File: src/rtl/hazard_pkg.sv
// rtl/hazard_pkg.sv - shared types for the pipeline hazard controller
package hazard_pkg;

  // Register address width carried by every stage record
  localparam int INSTR_AW = 5;

  typedef struct packed {
    logic [INSTR_AW-1:0] rs1_addr;
    logic [INSTR_AW-1:0] rs2_addr;
    logic                rs1_used;
    logic                rs2_used;
    logic [INSTR_AW-1:0] rd_addr;
    logic                regWrite;
    logic                memRead;
    logic                memWrite;
  } instr_t;

  typedef enum logic [1:0] {
    FWD_RF  = 2'd0,
    FWD_MEM = 2'd1,
    FWD_WB  = 2'd2
  } fwd_sel_t;

  typedef enum logic [1:0] {
    RUN    = 2'd0,
    LSTALL = 2'd1,
    MWAIT  = 2'd2,
    FLUSH  = 2'd3
  } hz_state_t;

endpackage

File: src/rtl/hazard_fwd_sel.sv
// rtl/hazard_fwd_sel.sv - forwarding source select for one EX operand
module hazard_fwd_sel
  import hazard_pkg::*;
#(
  parameter int REG_AW = 5
) (
  input  logic [REG_AW-1:0] rs_addr,
  input  logic              rs_used,
  input  instr_t            mem_instr,
  input  instr_t            wb_instr,
  output fwd_sel_t          sel
);

  logic mem_hit;
  logic wb_hit;

  // x0 is hardwired, so a producer writing rd = 0 never forwards
  assign mem_hit = rs_used && mem_instr.regWrite &&
                   (mem_instr.rd_addr[REG_AW-1:0] != '0) &&
                   (mem_instr.rd_addr[REG_AW-1:0] == rs_addr);
  assign wb_hit  = rs_used && wb_instr.regWrite &&
                   (wb_instr.rd_addr[REG_AW-1:0] != '0) &&
                   (wb_instr.rd_addr[REG_AW-1:0] == rs_addr);

  // MEM holds the younger result, so it outranks WB
  always_comb begin
    sel = FWD_RF;
    if (mem_hit)     sel = FWD_MEM;
    else if (wb_hit) sel = FWD_WB;
  end

  logic unused_rec_bits;
  assign unused_rec_bits = ^{mem_instr, wb_instr};

endmodule

File: src/rtl/hazard_ctrl.sv
// rtl/hazard_ctrl.sv - hazard FSM: forwarding, load-use stall, memory freeze, branch flush (option HAZARD_PERF_EN)
module hazard_ctrl
  import hazard_pkg::*;
#(
  parameter int LOAD_LAT = 1,
  parameter int REG_AW   = 5,
  parameter int SEL_W    = 2
) (
  input  logic             CLK,
  input  logic             RST_N,
  input  instr_t           de_instr,
  input  instr_t           ex_instr,
  input  instr_t           mem_instr,
  input  instr_t           wb_instr,
  input  logic             br_taken,
  input  logic             dmem_ready,
  output logic [SEL_W-1:0] fwd_sel1,
  output logic [SEL_W-1:0] fwd_sel2,
  output logic             stall_fd,
  output logic             flush_de,
  output logic             flush_ex,
  output logic             freeze,
  output logic [1:0]       hz_state
`ifdef HAZARD_PERF_EN
  ,
  output logic [31:0]      perf_stall_cnt,
  output logic [31:0]      perf_flush_cnt
`endif
);

  fwd_sel_t  sel1;
  fwd_sel_t  sel2;
  hz_state_t state;
  hz_state_t state_n;
  logic [2:0] cnt;
  logic [2:0] cnt_n;
  logic br_pend;
  logic br_pend_n;
  logic load_use;
  logic mem_wait;
  logic stall_c;
  logic fde_c;
  logic fex_c;
  logic frz_c;
  logic br_flush;

  hazard_fwd_sel #(.REG_AW(REG_AW)) u_fwd_rs1 (
    .rs_addr   (ex_instr.rs1_addr[REG_AW-1:0]),
    .rs_used   (ex_instr.rs1_used),
    .mem_instr (mem_instr),
    .wb_instr  (wb_instr),
    .sel       (sel1)
  );

  hazard_fwd_sel #(.REG_AW(REG_AW)) u_fwd_rs2 (
    .rs_addr   (ex_instr.rs2_addr[REG_AW-1:0]),
    .rs_used   (ex_instr.rs2_used),
    .mem_instr (mem_instr),
    .wb_instr  (wb_instr),
    .sel       (sel2)
  );

  assign load_use = ex_instr.memRead && (ex_instr.rd_addr[REG_AW-1:0] != '0) &&
                    ((de_instr.rs1_used &&
                      de_instr.rs1_addr[REG_AW-1:0] == ex_instr.rd_addr[REG_AW-1:0]) ||
                     (de_instr.rs2_used &&
                      de_instr.rs2_addr[REG_AW-1:0] == ex_instr.rd_addr[REG_AW-1:0]));

  assign mem_wait = (mem_instr.memRead || mem_instr.memWrite) && !dmem_ready;

  // Per-state control decode; event priority is memory wait, then branch, then load-use
  always_comb begin
    stall_c   = 1'b0;
    fde_c     = 1'b0;
    fex_c     = 1'b0;
    frz_c     = 1'b0;
    br_flush  = 1'b0;
    state_n   = state;
    cnt_n     = cnt;
    br_pend_n = br_pend;
    case (state)
      RUN: begin
        if (mem_wait) begin
          frz_c     = 1'b1;
          br_pend_n = br_taken;
          state_n   = MWAIT;
        end else if (br_taken) begin
          fde_c    = 1'b1;
          fex_c    = 1'b1;
          br_flush = 1'b1;
        end else if (load_use) begin
          stall_c = 1'b1;
          fex_c   = 1'b1;
          if (LOAD_LAT > 1) begin
            cnt_n   = 3'(LOAD_LAT - 1);
            state_n = LSTALL;
          end
        end
      end
      LSTALL: begin
        if (mem_wait) begin
          frz_c     = 1'b1;
          br_pend_n = br_taken;
          state_n   = MWAIT;
        end else if (br_taken) begin
          fde_c    = 1'b1;
          fex_c    = 1'b1;
          br_flush = 1'b1;
          cnt_n    = '0;
          state_n  = RUN;
        end else begin
          stall_c = 1'b1;
          fex_c   = 1'b1;
          cnt_n   = cnt - 3'd1;
          if (cnt <= 3'd1) state_n = RUN;
        end
      end
      MWAIT: begin
        if (!dmem_ready) begin
          frz_c = 1'b1;
        end else begin
          br_pend_n = 1'b0;
          if (br_pend)           state_n = FLUSH;
          else if (cnt != '0)    state_n = LSTALL;
          else                   state_n = RUN;
        end
      end
      FLUSH: begin
        // the replayed branch supersedes any stall left over from before the wait
        fde_c    = 1'b1;
        fex_c    = 1'b1;
        br_flush = 1'b1;
        cnt_n    = '0;
        state_n  = RUN;
      end
      default: state_n = RUN;
    endcase
  end

  // State, bubble counter and pending-branch flag
  always_ff @(posedge CLK or negedge RST_N) begin
    if (!RST_N) begin
      state   <= RUN;
      cnt     <= '0;
      br_pend <= 1'b0;
    end else begin
      state   <= state_n;
      cnt     <= cnt_n;
      br_pend <= br_pend_n;
    end
  end

  // All controls are forced quiet while reset is held
  assign fwd_sel1 = RST_N ? SEL_W'(sel1) : '0;
  assign fwd_sel2 = RST_N ? SEL_W'(sel2) : '0;
  assign stall_fd = RST_N && stall_c;
  assign flush_de = RST_N && fde_c;
  assign flush_ex = RST_N && fex_c;
  assign freeze   = RST_N && frz_c;
  assign hz_state = state;

`ifdef HAZARD_PERF_EN
  // Lost-cycle and branch-flush event counters, free-running with wrap
  always_ff @(posedge CLK or negedge RST_N) begin
    if (!RST_N) begin
      perf_stall_cnt <= '0;
      perf_flush_cnt <= '0;
    end else begin
      if (stall_fd || freeze)  perf_stall_cnt <= perf_stall_cnt + 32'd1;
      if (flush_ex && br_flush) perf_flush_cnt <= perf_flush_cnt + 32'd1;
    end
  end
`endif

  logic unused_rec_bits;
  assign unused_rec_bits = ^{de_instr, ex_instr};

endmodule

File: config.mk
export PLATFORM = sky130hd
export DESIGN_NAME = hazard_ctrl
export DESIGN_NICKNAME = d
export VERILOG_FILES = /design/src/rtl/hazard_pkg.sv /design/src/rtl/hazard_fwd_sel.sv /design/src/rtl/hazard_ctrl.sv
export SDC_FILE = /design/constraint.sdc
export NUM_CORES = 1
export LEC_CHECK = 0
export BUFFER_PORTS_ARGS = -buffer_cell sky130_fd_sc_hd__buf_4
export CAP_MARGIN = 10
export CORE_AREA = 2 2 56 58
export CTS_CLUSTER_SIZE = 28
export DETAILED_ROUTE_END_ITERATION = 8
export DIE_AREA = 0 0 58 60
export PLACE_DENSITY = 0.7
export SYNTH_ARGS = -nofsm -noshare
export SYNTH_HDL_FRONTEND = slang
export SYNTH_SLANG_ARGS = --single-unit
File: constraint.sdc
create_clock -name CLK -period 1.4 [get_ports CLK]
set_input_delay 0.28 -clock CLK [delete_from_list [all_inputs] [get_ports CLK]]
set_output_delay 0.28 -clock CLK [all_outputs]
set_load 0.05 [all_outputs]
* Word-level counts from Yosys, hierarchy flattened *
Cells that the tools add are included.

storage, ports and cells
  register bits after elaboration = 6
  bits of input ports = 84
  output and inout bits = 10

cells by class
  $add $sub $neg = 1
  order comparisons = 1
  eq/ne operators = 14
  muxes and demuxes = 36
  reductions and logical operators = 35

operator list
  operator                                               number
  == test 5 bit                                          6
  two-way mux 2 bit                                      12
  logical AND 1 bit                                      21
  two-way mux 1 bit                                      15
  nonzero test 5 bit                                     3
  case mux 1 bit (2 select lines)                        4
  case mux 2 bit (4 select lines)                        1
  two-way mux 3 bit                                      2
  inequality test 2 bit, second input constant           3
  case mux 3 bit (2 select lines)                        1
  AND reduction 3 bit                                    2
  == test 2 bit, second input constant                   2
  inequality test 4 bit, second input constant           1
  nonzero test 2 bit                                     2
  <= comparator 3 x 1 -> 1 bit, second input constant    1
  case mux 1 bit (3 select lines)                        1
  nonzero test 3 bit                                     1
  subtractor 3 x 1 -> 3 bit, second input constant       1
  == test 2 x 1 -> 1 bit, second input constant          1
  logical NOT 2 bit                                      1
  logical OR 1 bit                                       2
  inequality test 2 x 1 -> 1 bit, second input constant  1
  AND reduction 2 bit                                    1
  OR reduction 2 bit                                     1
  logical NOT 1 bit                                      1

* Longest topological paths before layout *
Gate-level depths: netlist of the first run.

  depth in word-level cells = 9
  depth in mapped cells = 6

* Hierarchy *
A second synthesis of the first run with hierarchy kept.

unflattened totals
  cells, all modules = 114
  area total of the unflattened synthesis = 903.4 µm²

by module, submodules not included
  module          instances  cells each  area each (µm²)
  hazard_ctrl     1          74          573.0
  hazard_fwd_sel  2          20          165.2

* Worst setup path after synthesis of the first run *
OpenSTA, ideal clock, no wires.

  path kind = input to output
  from = input mem_instr[3] (netlist name)
  to = output fwd_sel1[1]
  arrival time = 2.097 ns
  required time = 1.120 ns
  setup slack = -0.977 ns
  stages = 4
  path through = or4_4 > o21ai_2 > nor3_1 > nor3_1

between the ends
  longest elaborated chain between the ends = 5
  elaborated cells on any way between the ends = 6
  classes of those cells = eq/ne (1); mux (2); reduce/logical (3)

ends and longest elaborated chain
  element                RTL line              source
  from (decl)            hazard_ctrl.sv:13     input instr_t mem_instr,
  nonzero test 5 bit     hazard_fwd_sel.sv:19  (mem_instr.rd_addr[REG_AW-1:0] != '0) &&
  logical AND 1 bit      hazard_fwd_sel.sv:18  assign mem_hit = rs_used && mem_instr.regWrite &&
  logical AND 1 bit (*)  hazard_fwd_sel.sv:19
  two-way mux 2 bit (*)  hazard_fwd_sel.sv:28  if (mem_hit) sel = FWD_MEM;
  two-way mux 2 bit (*)  hazard_ctrl.sv:154    assign fwd_sel1 = RST_N ? SEL_W'(sel1) : '0;
  to (decl)              hazard_ctrl.sv:17     output logic [SEL_W-1:0] fwd_sel1,

Mark *: on every way between the ends. The rest lies on a longest branch, timed or not.

* Worst setup path in the final report of the first run *
  from = input mem_instr[3] (netlist name)
  to = output fwd_sel1[0]

Same word-level chain as after synthesis.

==> results_dict.tcl, run 1 <==
set metrics [dict create \
    outcome "complete, but fails checks" \
    violations "negative setup slack" \
    setup_ws_ns -0.397 \
    ys_seq_elements 6 \
    routed_wl_um 3050 \
    synth-main-ff-cell "dfrtp_1" \
    synth.avg_cell_area_sq_um 7.61 \
    clk_pin_slew_ns 0.04 \
    dp_hpwl_um 2520 \
    fill_cells 245 \
    cts_tree "built" \
    arrival_ns 1.52 \
    start_kind "input pin" \
    die_w_um 58 \
    dp_slack_ns -0.461 \
    critPathMaxStageDelay_ns 0.53 \
    antenna_found_initial 0 \
    drc 0 \
    coreArea_sq_um 2900 \
    dieArea_sq_um 3480 \
    numCtsBuffers 3 \
    dp.cells 217 \
    finClkSkew_ns 0.00963 \
    first_pass_iters 4 \
    crit_buf_inv 2 \
    drt_iter0_drc 32 \
    p_leak_nw 0.774 \
    syn_area_sq_um 815 \
    routabilityCongestion 0.839 \
    cts_max_path_buffers 2 \
    drv_slew 0 \
    path_max_fanout 2 \
    yosysTopAreaCell "xnor2_1" \
    fmax_mhz 556 \
    synthTopCellsByCount "22 x xnor2_1, 9 x nor2_1, 8 x nand2_1, 8 x xor2_1" \
    yosysTopAreaCellShare_pct 23.7 \
    crit_slowest_cell "or4_4" \
    viasPerCell 4.81 \
    postLayoutCoreUtil_pct 60.8 \
    start_util_pct 28.1 \
    ir_drop_v 0.000930 \
    worstMarginPinSlew_ns 0.296 \
    num_vias 1073 \
    instances_no_fill 223 \
    ioPinCount 94 \
    layout-drive-gt1-share_pct 59.5 \
    ys_warn_count 0 \
    hold_ws_ns 0.272 \
    power.total_mw 1.77 \
    clk_latency_ns 0.26 \
    synth_cell_types 28 \
    numPortBuffers 57 \
    hold_viol 0 \
    power_density_nw_per_um2 1010 \
    synth_area_leaders "xnor2_1 24%, dfrtp_1 18%, xor2_1 8.6%, ha_1 4.6%, nor2_1 4.1%" \
    cts.sinks 6 \
    yosys.cell_count.top_type "xnor2_1" \
    grt_pass1_vias 1122 \
    rsz0062_at_grt "yes" \
    crit_type "input pin to output pin" \
    wire_per_inst_um 13.7 \
    die_y_um 60 \
    min_path_type "input pin to flip-flop" \
    grt_usage_pct 18.9 \
    setup_viol 8 \
    async_flop_share_pct 100 \
    grt_first_pass_wirelength_um 5010 \
    drv_cap 0 \
    synth_cells 107 \
    area_growth_pct 117 \
    setup.worst_path.end_class "output pin" \
    antenna_left 0 \
    critical_path.cell_chain "buf_4, or4_4, o21ai_4, nor3_2, and2_2, buf_6" \
    grt_max_degree 8 \
    nNetsFinal 278 \
    required_ns 1.12 \
    fin_crit_ns 1.80 \
    max_slew_margin_pct 80.0 \
    period_share_pct 128 \
    crit_family "simple AND/OR/NAND/NOR gates" \
    synth_edf_count 0 \
    diodes 0 \
    syn-num-nets 194 \
    cts_max_level 1 \
    seq_area_frac_synth_pct 18.4 \
    root_buffer "clkbuf_4" \
    placementRows 20 \
    gr-total-overflow 0 \
]
repair_timing:
item	CTS	global route
endpoints found under the setup margin	8	9
resized for setup	25	8
hold buffers	1	0
hold endpoints to repair	3	0
setup buffers	1	0
pin swaps	13	4
metrics by stage:
step                      area (sq um)  setup TNS (ns)
after CTS                         1720           -2.35
after global routing              1760           -2.69
after global placement            1560           -2.21
after floorplan                    947           -1.34
final                             1760           -2.33
after detailed placement          1560           -2.52
cell type report:
type	instances	area, sq um	area share, %
Clock buffer	4	26.3	1.49
Inverter	5	18.8	1.06
Multi-Input combinational cell	95	845	47.9
Sequential cell	6	155	8.79
Tap cell	33	41.3	2.34
Timing Repair Buffer	80	678	38.4
layout by cell type (no fill, tap or decap), types with 2 or more instances in the layout:
cell type,Yosys,routed
nor3_1,6,2
xor2_1,8,8
nand3_4,0,2
nor3_4,0,2
buf_4,0,62
nor3_2,0,2
nand3_1,5,2
o21ai_0,4,3
ha_1,3,3
inv_1,5,5
buf_8,0,3
and2_2,0,2
nor2_4,0,3
or4_4,1,2
nor2_1,9,6
nand4_1,5,5
clkbuf_4,0,3
o211ai_1,2,2
xnor2_2,0,7
buf_6,0,14
o22ai_1,3,2
a21oi_1,4,3
xnor2_1,22,15
nand2_1,8,8
dfrtp_1,6,4
cell families (layout without fill, tap and decap cells):
kind of cell / count (synthesis) / after routing / synth area share, %
simple gates: 43 / 43 / 27.0
xor+xnor: 30 / 30 / 32.3
compound gates: 19 / 19 / 14.9
flops: 6 / 6 / 18.4
buf+inv: 6 / 89 / 2.76
fa+ha+maj: 3 / 3 / 4.61
state kept, by name, summed over array words and instances (netlist names):
register and count:
hz_state 2, cnt 3, br_pend 1
routing by layer:
metal / part of all wire [%] / track usage, %
met3: 3.5 / 4.76
met5: 0 / 0
met1: 42 / 23.3
met4: 1.3 / 4.98
met2: 54 / 32.8
report_power, final:
part	internal, mW	switching, mW
registers	0.265	0.0839
logic	0.593	0.648
clock network	0.109	0.0746
final timing paths:
kind / from / to / slack [ns] / cells after the start
worst min-delay path: br_taken / cnt[1] / 0.27 / 2
worst max register to register: cnt[0] / cnt[1] / 0.15 / 3
worst min register to register: cnt[1] / cnt[1] / 0.49 / 2
min in group asynchronous: RST_N / hz_state[1] / 0.56 / 3
max in group asynchronous: RST_N / hz_state[1] / 0.71 / 3
worst max-delay path: mem_instr[3] / fwd_sel1[0] / -0.40 / 6
Note: power is estimated with default switching activity, not from simulation.
==> run 2: changes to the inputs <==
CORE_AREA = 2 2 57 59   (was 2 2 56 58)
DIE_AREA = 0 0 59 61   (was 0 0 58 60)
GPL_TIMING_DRIVEN = 0   (was not set)
PLACE_DENSITY = 0.71   (was 0.7)
SYNTH_HIERARCHICAL = 1   (was not set)
==> run 2 against run 1 <==
Effect of this change: the run still ends with negative setup slack left; fmax grew 3.5%; first-iteration DRC count unchanged; wire length increased by 10%.
==> results_dict.tcl, run 2 <==
set metrics [dict create \
    outcome "complete, but fails checks" \
    violations "negative setup slack" \
    grt_max_degree 11 \
    finClkSkew_ns 0.00850 \
    crit_slowest_cell "o41ai_4" \
    async_flop_share_pct 100 \
    cts_tree "built" \
    synth.avg_cell_area_sq_um 7.92 \
    yosys.cell_count.top_type "xnor2_1" \
    hold_viol 0 \
    whs_path_depth 3 \
    rsz0062_at_grt "yes" \
    seq_area_frac_synth_pct 16.6 \
    required_ns 1.12 \
    grt_first_pass_wirelength_um 5330 \
    p_leak_nw 0.832 \
    die_y_um 61 \
    final_common_cell "buf_4" \
    cts.sinks 6 \
    cts_max_path_buffers 2 \
    max_slew_margin_pct 75.7 \
    reg2reg_to "cnt[2]" \
    drt_iter0_drc 32 \
    syn_area_sq_um 903 \
    start_util_pct 30.6 \
    crit_type "input pin to output pin" \
    synthAdderAreaFrac_pct 4.16 \
    ir_drop_v 0.000402 \
    clk_latency_ns 0.26 \
    routed_wl_um 3370 \
    setup_viol 8 \
    layout_common_cells "37 x buf_4, 18 x buf_6, 16 x xnor2_2" \
    syn-num-nets 201 \
    arrival_ns 1.46 \
    hold_path_end "hz_state[0]" \
    reg2reg_slack_ns 0.20 \
    grt_usage_pct 20.2 \
    drv_slew 0 \
    layout-drive-gt1-share_pct 65.4 \
    gr-total-overflow 0 \
    synth_xor_xnor_area_share_pct 25.2 \
    setup_ws_ns -0.336 \
    path_max_fanout 4 \
    critical_path.cell_chain "buf_12, o41ai_4, a2111oi_4, buf_4, nor3_2, and2_4, buf_8" \
    worstMarginPinSlew_ns 0.364 \
    power_density_nw_per_um2 911 \
    crit_buf_inv 3 \
    antenna_left 0 \
    die_w_um 59 \
    dp_hpwl_um 2550 \
    largest_reg_flops 3 \
    placementRows 20 \
    nNetsFinal 271 \
    cts_max_level 1 \
    diodes 0 \
    synth-main-ff-cell "dfrtp_1" \
    critPathMaxStageDelay_ns 0.39 \
    synthMuxAreaShare_pct 1.11 \
    numPortBuffers 57 \
    synth_edf_count 0 \
    instances_no_fill 215 \
    dp.cells 204 \
    synth_cell_types 32 \
    r2r_start "cnt[0]" \
    yosysTopAreaCellShare_pct 23.3 \
    synth_compound_area_share_pct 23.4 \
    ioPinCount 94 \
    clk_pin_slew_ns 0.04 \
    viasPerCell 5.27 \
    antenna_found_initial 0 \
    reg2regPathDepth 6 \
    grt_pass1_vias 1185 \
    synth_top_family_by_area "XOR/XNOR gates" \
    regMostFlops "cnt" \
    crit_family "compound AO/OA/AOI/OAI gates" \
    first_pass_iters 4 \
    routabilityCongestion 0.886 \
    setup.worst_path.end_class "output pin" \
    drv_cap 0 \
    min_path_type "input pin to flip-flop" \
    numCtsBuffers 3 \
    drc 0 \
    wire_per_inst_um 15.7 \
    synthTopCellsByCount "24 x xnor2_1, 9 x inv_1, 7 x o21ai_0" \
    start_kind "input pin" \
    root_buffer "clkbuf_4" \
    ys_seq_elements 6 \
    yosysTopAreaCell "xnor2_1" \
    synth_area_leaders "xnor2_1 23%, dfrtp_1 17%, ha_1 4.2%, o21ai_0 3.9%, inv_1 3.7%" \
    period_share_pct 124 \
    area_growth_pct 114 \
    ys_warn_count 6 \
    coreArea_sq_um 2950 \
    num_vias 1133 \
    hold_path.startpoint "dmem_ready" \
    synth-simple-area-share_pct 23.1 \
    fin_crit_ns 1.74 \
    synth_cells 114 \
    hold_ws_ns 0.353 \
    dieArea_sq_um 3600 \
    fmax_mhz 576 \
]
==> run 2: cell types whose count changed after synthesis, sizes merged, moves of 3 or more <==
cell / before / now
inv: 5 / 9
xor2: 8 / 2
nor2: 9 / 6
buf: 0 / 3
==> run 2: worst min-delay path, cell delays in order <==
cell     delay, ns
buf_4         0.13
nand3_1       0.06
o21ai_0       0.08
==> run 2: cells by family after synthesis <==
family / count (synthesis)
compound gates: 27
xor+xnor: 26
fa+ha+maj: 3
buf+inv: 13
flops: 6
mux: 1
simple gates: 38
==> run 2: layout make-up <==
type / count / area, sq um
plain buffers: 3 / 26.3
clock buffers: 3 / 22.5
fillers: 237 / 1020
inverters: 9 / 46.3
multi-input cells: 95 / 972
flip-flops and latches: 6 / 153
well taps: 33 / 41.3
repair buffers: 66 / 669
==> run 2: power by group <==
group	internal [mW]	switching, mW
Combinational	0.566	0.665
Clock	0.0974	0.0693
Sequential	0.260	0.101
==> run 2: worst max-delay path by stage <==
| stage | startpoint | to | slack [ns] | depth (start not counted) |
|---|---|---|---|---|
| 2_1_floorplan | hz_state[1] | freeze | -0.14 | 4 |
| 3_3_place_gp | mem_instr[7] | fwd_sel2[0] | -0.44 | 7 |
| 3_5_place_dp | mem_instr[7] | fwd_sel2[0] | -0.47 | 7 |
| 4_1_cts | ex_instr[13] | fwd_sel2[0] | -0.38 | 7 |
| 5_1_grt | mem_instr[5] | fwd_sel1[1] | -0.36 | 7 |
| 6_report | mem_instr[5] | fwd_sel1[1] | -0.34 | 7 |
==> run 2: what timing repair did <==
action | CTS | global route
hold buffers | 1 | 0
endpoints found under the hold margin | 6 | 0
pin swaps | 27 | 14
endpoints found under the setup margin | 8 | 8
setup buffers | 4 | 4
resized for setup | 56 | 25
==> run 2: per-layer routing <==
layer	GRT usage (%)	up-vias	share of wire [%]
met5	0	-	0
met4	7.14	0	1.6
met3	4.69	7	4.1
met2	38.1	32	56
met1	22.0	541	38
li1	-	553	-
==> run 2: metrics by stage <==
| step | area [sq um] | worst slack (ns) | TNS [ns] | util, % | power, mW |
|---|---|---|---|---|---|
| 2_1_floorplan | 1010 | -0.141 | -0.751 | - | 1.05 |
| 3_3_place_gp | 1480 | -0.440 | -2.35 | 50.2 | 1.36 |
| 3_5_place_dp | 1480 | -0.468 | -2.50 | 50.2 | 1.40 |
| 4_1_cts | 1820 | -0.384 | -2.03 | 61.6 | 1.71 |
| 5_1_grt | 1930 | -0.360 | -2.21 | 65.4 | 1.89 |
| 6_report | 1930 | -0.336 | -1.90 | 65.4 | 1.76 |
==> run 3: changes to the inputs <==
CORE_AREA = 2 2 64 66   (was 2 2 57 59)
DIE_AREA = 0 0 66 68   (was 0 0 59 61)
PLACE_DENSITY = not set   (was 0.71)
==> run 3 against run 2 <==
Effect of this change: the flow still finishes with violations (negative setup slack); clock power is 60% higher; sequential power is 4% lower; die area increased by 25%; non-clock buffer count up 8; worst setup slack better by 0.078 ns; wire length down 0.39%; clock skew fell by 0.0083 ns; register-to-register slack worse by 0.04 ns; total power is 18% higher; global-route usage down 5.2 points; combinational power up 18%; flip-flop and latch count unchanged; critical path type unchanged; highest routed layer unchanged.
==> results_dict.tcl, run 3 (synthesis results as in run 2) <==
set metrics [dict create \
    instances_no_fill 240 \
    area_growth_pct 132 \
    clk_latency_ns 0.23 \
    ioPinCount 94 \
    setup_ws_ns -0.258 \
    placed_cell_area_sq_um 1500 \
    drt_iter0_drc 37 \
    layout_common_cells "45 x buf_4, 14 x xnor2_2, 14 x buf_8" \
    dp_slack_ns -0.403 \
    numCtsBuffers 3 \
    fill_cells 347 \
    root_buffer "clkbuf_8" \
    hold_viol 0 \
    antenna_found_initial 0 \
    layout-drive-gt1-share_pct 66.8 \
    grt_pass1_vias 1129 \
    ir_drop_v 0.000352 \
    cts_max_path_buffers 2 \
    setup.worst_path.end_class "output pin" \
    routabilityCongestion 0.783 \
    r2r_start "hz_state[1]" \
    dieArea_sq_um 4490 \
    die_w_um 66 \
    fmax_mhz 603 \
    hold_path.startpoint "dmem_ready" \
    power_density_nw_per_um2 985 \
    cts_tree "built" \
    coreArea_sq_um 3860 \
    cts_max_level 1 \
    drv_cap 0 \
    nNetsFinal 279 \
    grt_usage_pct 15.0 \
    rsz0062_at_grt "yes" \
    tns_ns -1.62 \
    cts.sinks 6 \
    period_share_pct 118 \
    gr-total-overflow 0 \
    crit_type "input pin to output pin" \
    dp_hpwl_um 2350 \
    start_util_pct 23.4 \
    finClkSkew_ns 0.000203 \
    p_sw_share_pct 42.9 \
    grt_max_degree 11 \
    path_max_fanout 2 \
    fin_area_sq_um 2100 \
    clk_pin_slew_ns 0.04 \
    wire_per_inst_um 14.0 \
    routed_wl_um 3350 \
    p_comb_share_pct 70.2 \
    setup_viol 8 \
    outcome "complete, but fails checks" \
    die_y_um 68 \
    dp.cells 221 \
    largest_reg_flops 3 \
    antenna_left 0 \
    drc 0 \
    p_leak_nw 0.891 \
    worstMarginPinSlew_ns 0.359 \
    violations "negative setup slack" \
    placementRows 23 \
    power_frac_seq_pct 16.8 \
    first_pass_iters 4 \
    grt_first_pass_wirelength_um 5060 \
    drv_slew 0 \
    start_kind "input pin" \
    viasPerCell 4.76 \
    cp-startpoint "mem_instr[7]" \
    arrival_ns 1.38 \
    min_path_type "input pin to flip-flop" \
    num_vias 1143 \
    pwr-share-clk_pct 13.0 \
    required_ns 1.12 \
    final_common_cell "buf_4" \
    diodes 0 \
    numPortBuffers 57 \
    p_switching_mw 0.888 \
    max_slew_margin_pct 76.0 \
    regMostFlops "cnt" \
    fin_crit_ns 1.66 \
    internal-power_mw 1.18 \
]
run 3: cell types whose count changed in the layout (fill, tap and decap cells not counted), moves of 2 or more:
cell / before / now
buf_4: 37 / 45
buf_12: 2 / 4
xnor2_2: 16 / 14
buf_8: 11 / 14
buf_6: 18 / 13
clkbuf_8: 0 / 3
clkbuf_4: 3 / 0
run 3: metal layers:
layer	share of wire (%)	global-route usage, %	vias up
met5	0	0	-
met4	0.98	3.83	0
met3	4.2	2.96	4
met2	58	27.9	25
met1	37	17.7	547
li1	-	-	567
run 3: power by group through the flow:
stage               sequential [mW]  clock [mW]  combinational (mW)
floorplan                     0.408           0               0.637
global placement              0.326           0                1.05
detailed placement            0.327           0                1.05
CTS                           0.345       0.279                1.39
global route                  0.361       0.281                1.57
finish                        0.347       0.268                1.45
run 3: worst paths after layout:
kind | cells past startpoint | slack, ns | to
max | 7 | -0.26 | fwd_sel1[0]
min | 3 | 0.36 | hz_state[0]
max reg2reg | 6 | 0.16 | hz_state[0]
min reg2reg | 1 | 0.49 | cnt[1]
max in group asynchronous | 2 | 0.59 | hz_state[1]
min in group asynchronous | 2 | 0.56 | hz_state[0]
run 3: repair_timing:
item,4_1_cts,5_1_grt
resized for setup,69,20
cloned,0,0
endpoints found under the hold margin,6,0
buffers inserted,10,6
endpoints found under the setup margin,8,8
pin swaps,32,10
hold buffers,1,0
run 3: layout make-up:
class | instances | area, sq um | area share, %
Multi-Input combinational cell | 95 | 1010 | 48.2
Timing Repair Buffer | 74 | 758 | 36.1
Sequential cell | 6 | 153 | 7.27
Tap cell | 50 | 62.6 | 2.98
Inverter | 9 | 46.3 | 2.21
Clock buffer | 3 | 41.3 | 1.97
Buffer | 3 | 26.3 | 1.25
run 3: per-stage QoR:
step / hold slack, ns / util, % / total power [mW]
4_1_cts: 0.346 / 51.3 / 2.02
6_report: 0.361 / 54.4 / 2.07
5_1_grt: 0.402 / 54.4 / 2.21
2_1_floorplan: -0.0156 / - / 1.05
3_3_place_gp: 0.134 / 39.0 / 1.38
3_5_place_dp: 0.135 / 39.0 / 1.38
run 3: critical path: stages:
cell	delay, ns
buf_8	0.11
clkinv_4	0.04
o211ai_1	0.12
a2111oi_4	0.39
buf_4	0.17
and2_4	0.14
buf_8	0.13
